**src/rtl/butterfly2_tw.sv**
```systemverilog
// Radix-2 decimation-in-frequency butterfly: x = a + b, y = (a - b) * w.
// Three ce-gated pipeline stages with per-sample rounding/scaling, saturation and a sticky overflow flag.
module butterfly2_tw #(
  parameter int width    = 16,
  parameter int tw_width = 16
) (
  input  logic                       CLK,
  input  logic                       RST,
  input  logic                       ce,
  input  logic                       valid_i,
  input  logic                       scale_i,
  input  logic signed [width-1:0]    ar,
  input  logic signed [width-1:0]    ai,
  input  logic signed [width-1:0]    br,
  input  logic signed [width-1:0]    bi,
  input  logic signed [tw_width-1:0] wr,
  input  logic signed [tw_width-1:0] wi,
  input  logic                       ovf_clr,
  output logic                       valid_o,
  output logic signed [width-1:0]    xr,
  output logic signed [width-1:0]    xi,
  output logic signed [width-1:0]    yr,
  output logic signed [width-1:0]    yi,
  output logic                       ovf_o
);

  localparam int PW = width + tw_width + 2;
  localparam int XW = width + 2;

  localparam logic signed [PW-1:0] Y_MAX   = {{(PW-width+1){1'b0}}, {(width-1){1'b1}}};
  localparam logic signed [PW-1:0] Y_MIN   = {{(PW-width+1){1'b1}}, {(width-1){1'b0}}};
  localparam logic signed [XW-1:0] X_MAX   = {{(XW-width+1){1'b0}}, {(width-1){1'b1}}};
  localparam logic signed [XW-1:0] X_MIN   = {{(XW-width+1){1'b1}}, {(width-1){1'b0}}};
  localparam logic signed [PW-1:0] Y_BIAS0 = {{(PW-tw_width+1){1'b0}}, 1'b1, {(tw_width-2){1'b0}}};
  localparam logic signed [PW-1:0] Y_BIAS1 = {{(PW-tw_width){1'b0}}, 1'b1, {(tw_width-1){1'b0}}};
  localparam logic signed [XW-1:0] X_ONE   = {{(XW-1){1'b0}}, 1'b1};

  // Returned as {clamped, value}
  function automatic logic [width:0] sat_y(input logic signed [PW-1:0] v);
    if (v > Y_MAX)      sat_y = {1'b1, Y_MAX[width-1:0]};
    else if (v < Y_MIN) sat_y = {1'b1, Y_MIN[width-1:0]};
    else                sat_y = {1'b0, v[width-1:0]};
  endfunction

  function automatic logic [width:0] sat_x(input logic signed [XW-1:0] v);
    if (v > X_MAX)      sat_x = {1'b1, X_MAX[width-1:0]};
    else if (v < X_MIN) sat_x = {1'b1, X_MIN[width-1:0]};
    else                sat_x = {1'b0, v[width-1:0]};
  endfunction

  // Stage 1 registers; the twiddle travels with its sample into the product stage
  logic                       v1, sc1;
  logic signed [width:0]      d_r1, d_i1, s_r1, s_i1;
  logic signed [tw_width-1:0] w_r1, w_i1;

  // Stage 2 registers
  logic                       v2, sc2;
  logic signed [PW-1:0]       p_r2, p_i2;
  logic signed [width:0]      s_r2, s_i2;

  // Stage 2 combinational
  logic signed [PW-1:0] dr_e, di_e, wr_e, wi_e, p_r_n, p_i_n;

  // Stage 3 combinational
  logic signed [PW-1:0] yb_r, yb_i, ys_r, ys_i;
  logic signed [XW-1:0] xe_r, xe_i, xs_r, xs_i;
  logic [width:0]       q_xr, q_xi, q_yr, q_yi;
  logic                 clamp_any;

  always_comb begin
    dr_e  = {{(PW-width-1){d_r1[width]}}, d_r1};
    di_e  = {{(PW-width-1){d_i1[width]}}, d_i1};
    wr_e  = {{(PW-tw_width){w_r1[tw_width-1]}}, w_r1};
    wi_e  = {{(PW-tw_width){w_i1[tw_width-1]}}, w_i1};
    p_r_n = dr_e * wr_e - di_e * wi_e;
    p_i_n = dr_e * wi_e + di_e * wr_e;
  end

  always_comb begin
    yb_r = p_r2 + (sc2 ? Y_BIAS1 : Y_BIAS0);
    yb_i = p_i2 + (sc2 ? Y_BIAS1 : Y_BIAS0);
    ys_r = sc2 ? (yb_r >>> tw_width) : (yb_r >>> (tw_width-1));
    ys_i = sc2 ? (yb_i >>> tw_width) : (yb_i >>> (tw_width-1));
    xe_r = {s_r2[width], s_r2};
    xe_i = {s_i2[width], s_i2};
    xs_r = sc2 ? ((xe_r + X_ONE) >>> 1) : xe_r;
    xs_i = sc2 ? ((xe_i + X_ONE) >>> 1) : xe_i;
    q_xr = sat_x(xs_r);
    q_xi = sat_x(xs_i);
    q_yr = sat_y(ys_r);
    q_yi = sat_y(ys_i);
    clamp_any = q_xr[width] | q_xi[width] | q_yr[width] | q_yi[width];
  end

  always_ff @(posedge CLK or negedge RST) begin
    if (!RST) begin
      v1   <= 1'b0;
      sc1  <= 1'b0;
      d_r1 <= '0;
      d_i1 <= '0;
      s_r1 <= '0;
      s_i1 <= '0;
      w_r1 <= '0;
      w_i1 <= '0;
    end else if (ce) begin
      v1   <= valid_i;
      sc1  <= scale_i;
      d_r1 <= {ar[width-1], ar} - {br[width-1], br};
      d_i1 <= {ai[width-1], ai} - {bi[width-1], bi};
      s_r1 <= {ar[width-1], ar} + {br[width-1], br};
      s_i1 <= {ai[width-1], ai} + {bi[width-1], bi};
      w_r1 <= wr;
      w_i1 <= wi;
    end
  end

  always_ff @(posedge CLK or negedge RST) begin
    if (!RST) begin
      v2   <= 1'b0;
      sc2  <= 1'b0;
      p_r2 <= '0;
      p_i2 <= '0;
      s_r2 <= '0;
      s_i2 <= '0;
    end else if (ce) begin
      v2   <= v1;
      sc2  <= sc1;
      p_r2 <= p_r_n;
      p_i2 <= p_i_n;
      s_r2 <= s_r1;
      s_i2 <= s_i1;
    end
  end

  always_ff @(posedge CLK or negedge RST) begin
    if (!RST) begin
      valid_o <= 1'b0;
      xr      <= '0;
      xi      <= '0;
      yr      <= '0;
      yi      <= '0;
    end else if (ce) begin
      valid_o <= v2;
      xr      <= q_xr[width-1:0];
      xi      <= q_xi[width-1:0];
      yr      <= q_yr[width-1:0];
      yi      <= q_yi[width-1:0];
    end
  end

  // Clear is honoured even while the pipe is stalled; a same-cycle set overrides it
  always_ff @(posedge CLK or negedge RST) begin
    if (!RST)                          ovf_o <= 1'b0;
    else if (ce && v2 && clamp_any)    ovf_o <= 1'b1;
    else if (ovf_clr)                  ovf_o <= 1'b0;
  end

endmodule

```
**config.mk**
```make
export PLATFORM = sky130hd
export DESIGN_NAME = butterfly2_tw
export DESIGN_NICKNAME = d
export VERILOG_FILES = /design/src/rtl/butterfly2_tw.sv
export SDC_FILE = /design/constraint.sdc
export NUM_CORES = 2
export LEC_CHECK = 0
export CORE_UTILIZATION = 40
export CTS_CLUSTER_DIAMETER = 100
export CTS_CLUSTER_SIZE = 30
export DETAILED_ROUTE_END_ITERATION = 8
export GPL_ROUTABILITY_DRIVEN = 0
export PLACE_DENSITY = 0.56
export SETUP_SLACK_MARGIN = 0.02
export SLEW_MARGIN = 10
export SYNTH_ARGS = -nofsm -noshare
export SYNTH_HDL_FRONTEND = slang
export SYNTH_SLANG_ARGS = --single-unit
```
**constraint.sdc**
```tcl
create_clock -name CLK -period 11.3 [get_ports CLK]
set_clock_uncertainty 0.05 [all_clocks]
set_input_delay 1.13 -clock CLK [delete_from_list [all_inputs] [get_ports CLK]]
set_output_delay 1.13 -clock CLK [all_outputs]
set_load 0.005 [all_outputs]
```
## After elaboration in Yosys (flattened, before gate mapping)

Cells that the tools add are included.

- Bits in registers: 272
- Latch bits: 0
- RAM bits: 0
- Bits in read-only memories: 0
- Input port bits: 102
- Output and inout bits: 66
- Word-level logic and storage cells: 63
- Memories kept: 0

- Add/subtract/negate cells: 10
- Multipliers: 4
- Div/mod/pow operators: 0
- Order comparisons: 8
- Equality and inequality tests: 0
- Shift operators: 0
- Mux-type cells: 15
- Bitwise operators: 3
- Reduce and logical (&&, ||, !) cells: 3

Operators by type and width:

| cell | number |
|---|---|
| 17-bit two-way mux | 8 |
| 17-bit by 16-bit multiplier with 33-bit output | 4 |
| 18-bit two-way mux | 4 |
| 34-bit by 17-bit adder with 34-bit output | 2 |
| 19-bit by 16-bit > comparator with 1-bit output, second input constant | 2 |
| 19-bit by 16-bit less-than comparator with 1-bit output, second input constant | 2 |
| 17-bit by 2-bit adder with 18-bit output, second input constant | 2 |
| 18-bit by 16-bit > comparator with 1-bit output, second input constant | 2 |
| 18-bit by 16-bit less-than comparator with 1-bit output, second input constant | 2 |
| 16-bit by 16-bit adder with 17-bit output | 2 |
| 33-bit by 33-bit adder with 34-bit output | 1 |
| 16-bit by 16-bit subtractor with 17-bit output | 2 |
| 33-bit by 33-bit subtractor with 34-bit output | 1 |
| 16-bit two-way mux | 1 |
| 1-bit bitwise OR | 3 |
| 1-bit logical AND | 2 |
| 1-bit two-way mux | 2 |
| 2-bit nonzero test | 1 |

## Longest topological paths before layout

- Depth in word-level cells: 10
- Mapped depth: 29
- Mapped depth without buffers: 28

## Worst setup path after synthesis

OpenSTA, ideal clock, no wires.

- Kind: reg2reg
- Start: reg d_i1[16]
- End: reg p_r2[32]
- Setup time: 0.125 ns
- Arrival time: 7.631 ns
- Path slack: 3.494 ns
- Cell stages (with the launch flop): 28
- Buffers on the path: 1
- Period minus slack after synthesis: 7.806 ns
- Cells stage by stage: dfrtp_1 > clkbuf_1 > nand2_1 > inv_1 > fa_1 > inv_1 > fa_1 > inv_1 > fa_1 > inv_1 > fa_1 > fa_1 > fa_1 > fa_1 > inv_1 > fa_1 > inv_1 > ha_1 > a21o_1 > a21oi_1 > o22ai_1 > or3b_1 > o31ai_1 > a21oi_1 > a211oi_2 > o21bai_1 > xor2_1 > mux2_2

- Longest elaborated chain between the ends: 2

Ends and longest elaborated chain:

| item | line | RTL |
|---|---|---|
| from (decl) | 53 | `logic signed [width:0] d_r1, d_i1, s_r1, s_i1;` |
| from (signal assigned) | 109 | `d_i1 <= {ai[width-1], ai} - {bi[width-1], bi};` |
| 17-bit by 16-bit multiplier with 33-bit output | 75 | `p_r_n = dr_e * wr_e - di_e * wi_e;` |
| 33-bit by 33-bit subtractor with 34-bit output | 75 |  |
| to (signal assigned) | 128 | `p_r2 <= p_r_n;` |
| to (decl) | 58 | `logic signed [PW-1:0] p_r2, p_i2;` |

No other way between the ends.
A chain may end at the register's enable or synchronous reset.

## Worst setup path after layout

- Start: reg w_r1[3]
- End: reg p_r2[32]

- Longest elaborated chain between the ends: 2

Ends and longest elaborated chain:

| item | line | RTL |
|---|---|---|
| from (decl) | 54 | `logic signed [tw_width-1:0] w_r1, w_i1;` |
| from (signal assigned) | 112 | `w_r1 <= wr;` |
| 17-bit by 16-bit multiplier with 33-bit output | 75 |  |
| 33-bit by 33-bit subtractor with 34-bit output | 75 |  |

No other way between the ends.

==> results.toml <==
[synthesis]
synth_seq_area_share_pct = 10.9
synth_seq_cells = 242
synth.most_common_cell = "inv_1"
synth_area_per_cell_um2 = 9.39
synth_common_cells = "inv_1, fa_1, nand2_1, and2_1, ha_1"
synth_area_leader_cell = "fa_1"
syn_inst = 5928
ys.flop_type = "dfrtp_1"
synth_top_area_share_pct = 44.5
synth_edf_count = 0
netlist_top_cells_area = "fa_1, dfrtp_1, inv_1"
synth.distinct_cells = 84
syn_area_um2 = 55700
ys.warnings.count = 0
async_flop_share_pct = 100
syn_nets = 7644

[sta]
min_period_ps = 9520
max_slew_margin_pct = 24.2
setup_viol = 0
maxSlewViolCount = 0
timing_hold_violations_final = 0
rsz0062_at_grt = "no"
setup_tns_ps = 0
fmax_mhz = 105
worstMarginPinSlew_ps = 1140
period_share_pct = 84.2

[clock_network]
htree_levels = 1
cts_root_buf = "clkbuf_16"
clk_latency_ps = 650
cts.sinks = 242
path_clk_slew_ps = 110
holdBufCountCts = 0
cts_made_buffers = 23
cts_tree = "built"
cts_resized = 0
cts.path.max_buffers = 3
postCtsSetupRepairBufs = 0

[hold_path]
hold_path.class = "in2async"

[final_layout]
drive_gt1_share_pct = 4.61
nFillCells = 13500
regArea_um2 = 6070
multi_input_area_um2 = 43100
fin_area_um2 = 60000
area_delta_synth_final_pct = 7.83
nNetsFinal = 7618
finalNonFillerCells = 7715

[route]
ant_nets = 0
drcViolationCount = 0
wl_met3_um = 8090
top_layer = "met5"
drt-initial-drc-count = 2609
vias = 39500
avgViaCountPerCell = 5.12
wl_um = 163000
met1_length_um = 69700
wire_per_inst_um = 21.2
dr.pass1.iters = 6
routed-wl-met2_um = 79400

[worst_setup_path]
cp.arrival_ps = 10000
critical_path_class = "reg2reg"
cp-end-kind = "flip-flop"
crit_fanout = 25
cp-start-kind = "flip-flop"
r2r_cells = 24
required_ps = 11780

[grt]
gr-total-overflow = 0
grt_pass1_vias = 43200
grt_use_total_pct = 24.2
antenna_found_initial = 7
grt_pass1_wl_um = 260000
grt_max_degree = 90

[outcome]
status = "completed"

[floorplanning]
start_util_pct = 40.4
die_area_um2 = 141000
core-area_um2 = 138000
die_h_um = 375
rows = 136
die_w_um = 375
io_pins = 168

[placement]
dpl_cell_area_um2 = 59100
portBuffers = 167
dpl.hpwl_um = 131000
place_inst = 7671

[job]
drv_cap = 0
==> placed cells by master, fill, tap and decap left out, types with 23 or more instances in the layout <==
master,n
nor3_1,46
a21o_1,33
o21ai_0,92
mux2_2,107
nor2_1,180
a31oi_1,30
nand2_1,635
fa_1,1238
a21oi_1,154
clkbuf_16,23
ha_1,376
clkdlybuf4s50_1,165
o2bb2ai_1,24
inv_1,1414
xor2_1,26
and2_1,510
dfrtp_1,236
xnor2_1,107
buf_4,93
a211oi_1,27
nand3_1,53
nand2b_1,39
==> worst max-delay path, cell delays in order, from the launching register on <==
cell and delay [ps]:
dfrtp_1 1050, buf_4 360, nand2_1 120, inv_1 150
fa_1 450, fa_1 510, fa_1 780, inv_1 360
fa_1 570, inv_1 50, fa_1 490, fa_1 510
fa_1 490, inv_1 50, fa_1 470, inv_1 40
ha_1 340, a21oi_1 340, or3b_1 380, o31ai_1 640
a21oi_1 310, a211oi_2 380, o21bai_1 120, xor2_1 150
mux2_2 260
==> cells by family after synthesis <==
logic type	count (synthesis)	share of synthesized area, %
AO/OA/AOI/OAI	519	6.07
adder cells (fa/ha/maj)	1615	53.0
multiplexers	117	2.34
flip-flops	242	10.9
AND/OR/NAND/NOR	1574	13.9
XOR/XNOR	133	2.09
buffers and inverters	1728	11.7
==> state kept, by name, indices dropped and copies added (netlist names) <==
name and count:
p_i2 20, p_r2 20, d_i1 17, s_i2 17, s_r1 17, s_r2 17, d_r1 16, s_i1 16
w_i1 16, w_r1 16, xi 16, xr 16, yi 16, yr 16, ovf_o 1, sc1 1
sc2 1, v1 1, v2 1, valid_o 1
==> worst paths after layout <==
kind	slack [ps]	from	endpoint
worst max-delay path	1780	w_r1[3]	p_r2[32]
worst min-delay path	390	RST	xi[3]
worst max register to register	1780	w_r1[3]	p_r2[32]
worst min register to register	430	s_i1[12]	s_i2[12]
max in group asynchronous	8310	RST	sc2
min in group CLK	430	s_i1[12]	s_i2[12]
==> through the flow <==
stage,utilization (%),setup WS (ps),hold slack (ps)
finish,43.6,1780,386
global route,43.6,1470,437
CTS,43.6,1790,418
detailed placement,42.9,1780,418
global placement,42.9,1900,412
floorplan,-,3490,395
==> cell type report <==
cell class / count / area share (%)
diodes: 2 / 0.00833
clock buffers: 26 / 0.977
clock inverters: 16 / 0.535
inverters: 1416 / 8.85
multi-input cells: 3958 / 71.8
flip-flops and latches: 242 / 10.1
well taps: 1794 / 3.74
repair buffers: 261 / 4.00
==> routing by layer <==
metal	vias up	track usage, %
met1	20600	32.6
li1	17600	-
met4	6	7.45
met2	1068	41.0
met5	-	0
met3	263	2.65
Power is not shown: default switching activity piles up to over one toggle a cycle in this logic, so the estimate is an artifact.
